### config.mk
export PLATFORM = sky130hd
export DESIGN_NAME = pwm_update_scheduler
export DESIGN_NICKNAME = d
export VERILOG_FILES = /design/src/rtl/pwm_update_scheduler_pkg.sv /design/src/rtl/pwm_carrier_counter.sv /design/src/rtl/pwm_update_scheduler.sv
export SDC_FILE = /design/constraint.sdc
export NUM_CORES = 1
export LEC_CHECK = 0
export BUFFER_PORTS_ARGS = -buffer_cell sky130_fd_sc_hd__buf_2
export CORE_MARGIN = 10
export CORE_UTILIZATION = 59
export DETAILED_ROUTE_END_ITERATION = 7
export GPL_TIMING_DRIVEN = 1
export HOLD_SLACK_MARGIN = 0.02
export PLACE_DENSITY_LB_ADDON = 0.15
export SLEW_MARGIN = 20
export SYNTH_ARGS = -nofsm -noshare
export SYNTH_HDL_FRONTEND = slang
export SYNTH_SLANG_ARGS = --single-unit
### constraint.sdc
create_clock -name clk -period 8.4 [get_ports clk]
set_input_delay 2.1 -clock clk [delete_from_list [all_inputs] [get_ports clk]]
set_output_delay 2.1 -clock clk [all_outputs]
set_load 0.05 [all_outputs]
### src/rtl/pwm_update_scheduler_pkg.sv
// Shared types and widths for the PWM shadow-register update scheduler.
package pwm_update_scheduler_pkg;

  // Compare-register width; the carrier needs one extra bit of headroom.
  localparam int unsigned PWMCOUNT_WIDTH = 15;

  typedef enum logic {
    PWM_OFF = 1'b0,
    PWM_ON  = 1'b1
  } pwm_onoff_e;

  typedef enum logic [1:0] {
    UPD_ZERO,
    UPD_PEAK,
    UPD_BOTH,
    UPD_IMMEDIATE
  } upd_mode_e;

  typedef enum logic [1:0] {
    S_OFF,
    S_START,
    S_RUN,
    S_STOP
  } sched_state_e;

endpackage

### src/rtl/pwm_carrier_counter.sv
// Triangular up/down carrier: 0..period..0, each extreme held for one cycle.
module pwm_carrier_counter #(
  parameter int unsigned CNT_W = 16
) (
  input  logic             clk,
  input  logic             reset,
  input  logic             enable,
  input  logic [CNT_W-1:0] period,
  output logic [CNT_W-1:0] counter,
  output logic             count_dir,
  output logic             zero,
  output logic             peak
);

  localparam logic [CNT_W-1:0] One = CNT_W'(1);

  logic [CNT_W-1:0] cnt_q, cnt_d;
  logic             dir_q, dir_d;

  // Next count: bounce at the extremes; a period lowered below the count turns it down at once.
  always_comb begin
    cnt_d = cnt_q;
    dir_d = dir_q;
    if (!enable || period == '0) begin
      cnt_d = '0;
      dir_d = 1'b1;
    end else if (dir_q) begin
      if (cnt_q >= period) begin
        cnt_d = cnt_q - One;
        dir_d = 1'b0;
      end else begin
        cnt_d = cnt_q + One;
      end
    end else begin
      if (cnt_q == '0) begin
        cnt_d = One;
        dir_d = 1'b1;
      end else begin
        cnt_d = cnt_q - One;
      end
    end
  end

  // Carrier state register.
  always_ff @(posedge clk) begin
    if (reset) begin
      cnt_q <= '0;
      dir_q <= 1'b1;
    end else begin
      cnt_q <= cnt_d;
      dir_q <= dir_d;
    end
  end

  assign counter   = cnt_q;
  assign count_dir = dir_q;
  assign zero      = (cnt_q == '0);
  assign peak      = (cnt_q == period);

endmodule

### src/rtl/pwm_update_scheduler.sv
// Sequences PWM start/stop and decides when shadow registers load into the active masks.
module pwm_update_scheduler
  import pwm_update_scheduler_pkg::*;
#(
  parameter int unsigned CNT_W  = PWMCOUNT_WIDTH + 1,
  parameter int unsigned SKIP_W = 4
) (
  input  logic              clk,
  input  logic              reset,
  input  pwm_onoff_e        onoff_req,
  input  logic [CNT_W-1:0]  period,
  input  upd_mode_e         update_mode,
  input  logic [SKIP_W-1:0] skip_count,
  input  logic              commit,
  output logic [CNT_W-1:0]  counter,
  output logic              count_dir,
  output logic              mask_event,
  output pwm_onoff_e        pwm_onoff,
  output logic              update_pending,
  output sched_state_e      state
);

  sched_state_e      state_q, state_d;
  logic              pending_q, pending_d;
  logic [SKIP_W-1:0] skip_q, skip_d;
  logic              cnt_en, zero, peak, running, eligible;

  // Counter runs in RUN/STOP but is forced back to 0 on the cycle STOP hands over to OFF.
  assign cnt_en  = (state_q == S_RUN || state_q == S_STOP) && (state_d != S_OFF);
  assign running = (state_q == S_RUN);

  pwm_carrier_counter #(
    .CNT_W (CNT_W)
  ) u_carrier (
    .clk       (clk),
    .reset     (reset),
    .enable    (cnt_en),
    .period    (period),
    .counter   (counter),
    .count_dir (count_dir),
    .zero      (zero),
    .peak      (peak)
  );

  // Run/stop sequencing; STOP drains until the carrier returns to 0 on the way down.
  always_comb begin
    state_d = state_q;
    case (state_q)
      S_OFF:   if (onoff_req == PWM_ON) state_d = S_START;
      S_START: state_d = S_RUN;
      S_RUN:   if (onoff_req == PWM_OFF) state_d = S_STOP;
      S_STOP: begin
        if (onoff_req == PWM_ON) begin
          state_d = S_RUN;
        end else if (zero && (!count_dir || period == '0)) begin
          state_d = S_OFF;
        end
      end
      default: state_d = S_OFF;
    endcase
  end

  // Event eligibility and the load strobe, asserted in the same cycle as the event.
  always_comb begin
    eligible   = 1'b0;
    mask_event = 1'b0;
    case (update_mode)
      UPD_ZERO: eligible = running && zero;
      UPD_PEAK: eligible = running && peak;
      UPD_BOTH: eligible = running && (zero || peak);
      default:  eligible = 1'b0;
    endcase
    if (state_q == S_START) begin
      mask_event = 1'b1;
    end else if (running && pending_q) begin
      mask_event = (update_mode == UPD_IMMEDIATE) || (eligible && (skip_q == skip_count));
    end
  end

  // Pending flag and event prescaler; a commit racing a load wins so it is not lost.
  always_comb begin
    pending_d = pending_q;
    skip_d    = skip_q;
    if (state_d == S_OFF || state_d == S_START) begin
      pending_d = 1'b0;
      skip_d    = '0;
    end else begin
      if (commit) begin
        pending_d = 1'b1;
      end else if (mask_event) begin
        pending_d = 1'b0;
      end
      if (eligible) begin
        skip_d = (skip_q == skip_count) ? '0 : skip_q + SKIP_W'(1);
      end
    end
  end

  // Scheduler state registers.
  always_ff @(posedge clk) begin
    if (reset) begin
      state_q   <= S_OFF;
      pending_q <= 1'b0;
      skip_q    <= '0;
    end else begin
      state_q   <= state_d;
      pending_q <= pending_d;
      skip_q    <= skip_d;
    end
  end

  assign pwm_onoff      = (state_q == S_OFF) ? PWM_OFF : PWM_ON;
  assign update_pending = pending_q;
  assign state          = state_q;

endmodule

==> metrics.txt <==
status finished, final reports clean; Clock Pin Slew Worst Setup and Hold Paths 0.09 ns; io pins 48; Final Critical Period 6.40 ns; Post-synth EDFFs 0; count of final setup violators 0; fin nets 377; CP Buf/Inv Count 3; Synth-to-Final Area Change 16.2%; total grt overflow 0; initial core utilization 0.603; Layout fillers 326; end of the critical path mask_event; Worst Clk Skew 0.00257 ns; Static Leak 1.24 nW; reg-to-reg startpoint u_carrier.counter[7]; worst min path class flip-flop to flip-flop; Synth top area share 0.219; layout cells sized above 1 0.202; Core Util, Final 0.701; RSZ-0062 raised after global routing no; Avg WL per Cell 16.3 microns; vias in the first global route 2,076; H-tree Lvls 1; initial antenna violation count 0; Detail Route Antenna Nets 0; post_cts resized 0; critical path arrival 4.30 ns; most frequent cells after synthesis inv_1 (25), dfxtp_1 (24), ha_1 (24), nor3_1 (20), nand2_1 (16); first-pass GRT wire length 9.88 mm; largest area contributor in the netlist dfxtp_1; DRC Markers 0; ranking of synthesized cells by area dfxtp_1 (22%), ha_1 (14%), nor3_1 (4.6%), inv_1 (4.3%), nor4_1 (4.3%); post-DR vias/cell 6.17; routed wire length 6.08 mm; Startpoint Class input pin; flop-to-flop setup slack 5.43 ns; Rel. slew slack 0.419; #FFs+latches synth 24; delay-heaviest family, CP simple AND/OR/NAND/NOR gates; total setup buffers inserted after CTS 0; critical path launch point period[15]; worst slew pin tran 0.869 ns; final hold violations 0; TritonCTS clock tree built; TritonCTS Buffers 3; Final Slew Violations 0; pwr/cell area 111 nW/um^2; drt first-iter violations 131; Max Cap Viol 0; Worst R2R Path Depth 7; gate count after technology mapping 279; Die ar. 6550 sq um; ant diodes 0; stages on the worst setup path 10; CP peak stage delay 0.53 ns; Setup WS pre-CTS 1.98 ns; largest net degree at the start of global routing 15; Top FF cell, synth dfxtp_1; worst-skew pair later-pin latency 0.27 ns; # hold bufs at CTS 0; Max Fclk 0.156 GHz; Register Area 480 sq um; Crit Path Class input pin to output port; period utilization 0.761; critical-path cell list buf_2 -> inv_1 -> ha_1 -> nand4_1 -> nor4_1 -> and2_2 -> a221oi_2 -> o31ai_1 -> a31o_2 -> buf_2; top-count cell post-synth inv_1; Port Buffers 47; Vias 2,307; yosys warns 0; CTS Root Cell clkbuf_8; post-synthesis sequential area ratio 0.219; DIE WIDTH 81.0 microns; GPL Wtd Cong 0.909; floorplan row count 22; reg-to-reg endpoint u_carrier.counter[11]; die height 81.0 microns; Critical Path RT 6.30 ns; clk sinks 24; Max stage delay cell, worst path nor4_1; Peak VDD IR 0.0907 mV; number of distinct library cells after synthesis 50; Worst Slack Setup Final 2.00 ns; Avg Cell Area, Syn 7.86 sq um; All-Layer GR Usage 0.183; multi-input logic area 1600 sq um; syn_nets 329; DRT Pass-1 Iters 4; Critical Path End Type output port; worst-case clock buffer depth 2; total negative slack 0 ns; placeable core area 3630 sq um; Mapped Area 2190 sq um; Post-synth ARST share 0; hold_ws 0.504 ns; CP max FO 7; Top cell by count, worst path buf_2; Post-DP HPWL 4.82 mm
## cell families (layout without fill, tap and decap cells)
| group | count (synthesis) | in the layout | share of synthesized area |
|---|---|---|---|
| buffers and inverters | 30 | 77 | 0.0548 |
| and+or+nand+nor | 125 | 125 | 0.333 |
| muxes | 8 | 8 | 0.0371 |
| adders and majority gates | 24 | 24 | 0.137 |
| xor gates and xnor gates | 6 | 6 | 0.0240 |
| AOI/OAI and AO/OA | 62 | 62 | 0.195 |
| DFF | 24 | 24 | 0.219 |
## routing by layer
layer  GRT usage  wire length (microns)
met5           0                      0
met4      0.0398                     67
met3      0.0342                    615
met2       0.285                   2740
met1       0.254                   2660
## where the power goes
part | leakage, nW | internal [mW] | switching (mW)
combinational | 1.01 | 0.0222 | 0.0401
sequential | 0.194 | 0.116 | 0.00327
clock | 0.0357 | 0.0637 | 0.0380
total | 1.24 | 0.202 | 0.0814
## sequential cells by signal (all words and copies together) (netlist names)
register	cells
update_pending	1
u_carrier.count_dir	1
u_carrier.counter	16
state	2
skip_q	4
## per-stage QoR
step,instance area [sq um],std cells,total power [mW]
6_report,2550,374,0.283
3_3_place_gp,2470,370,0.182
3_5_place_dp,2470,370,0.184
2_1_floorplan,2190,279,0.165
5_1_grt,2550,374,0.297
4_1_cts,2540,374,0.285
## placed cells by master, fill, tap and decap left out, types with 7 or more instances in the layout
| cell | n |
|---|---|
| o21ai_0 | 11 |
| mux2i_1 | 7 |
| nand3_1 | 10 |
| nor3_1 | 20 |
| o21a_1 | 7 |
| nor2_1 | 13 |
| inv_1 | 25 |
| buf_2 | 47 |
| nand2_1 | 16 |
| nor4_1 | 14 |
| dfxtp_1 | 24 |
| a21oi_1 | 13 |
| ha_1 | 24 |
## layout make-up
cell class,count,share of cell area
clock buffers,3,0.0162
flip-flops and latches,24,0.189
inverters,25,0.0369
repair buffers,48,0.0953
clock inverters,1,0.0118
well taps,48,0.0236
multi-input cells,225,0.628
## worst min-delay path: cells and delay by family (launching register included)
family	cells	cell delay, ns
compound gates	2	0.13
flops	1	0.34
## worst min path at each step
| stage | start | to | cells past startpoint |
|---|---|---|---|
| 2_1_floorplan | skip_q[3] | skip_q[3] | 2 |
| 3_3_place_gp | skip_q[3] | skip_q[3] | 2 |
| 3_5_place_dp | skip_q[3] | skip_q[3] | 2 |
| 4_1_cts | skip_q[3] | skip_q[3] | 2 |
| 5_1_grt | skip_q[3] | skip_q[3] | 2 |
| 6_report | skip_q[3] | skip_q[3] | 2 |
(Power assumes the default switching activity.)
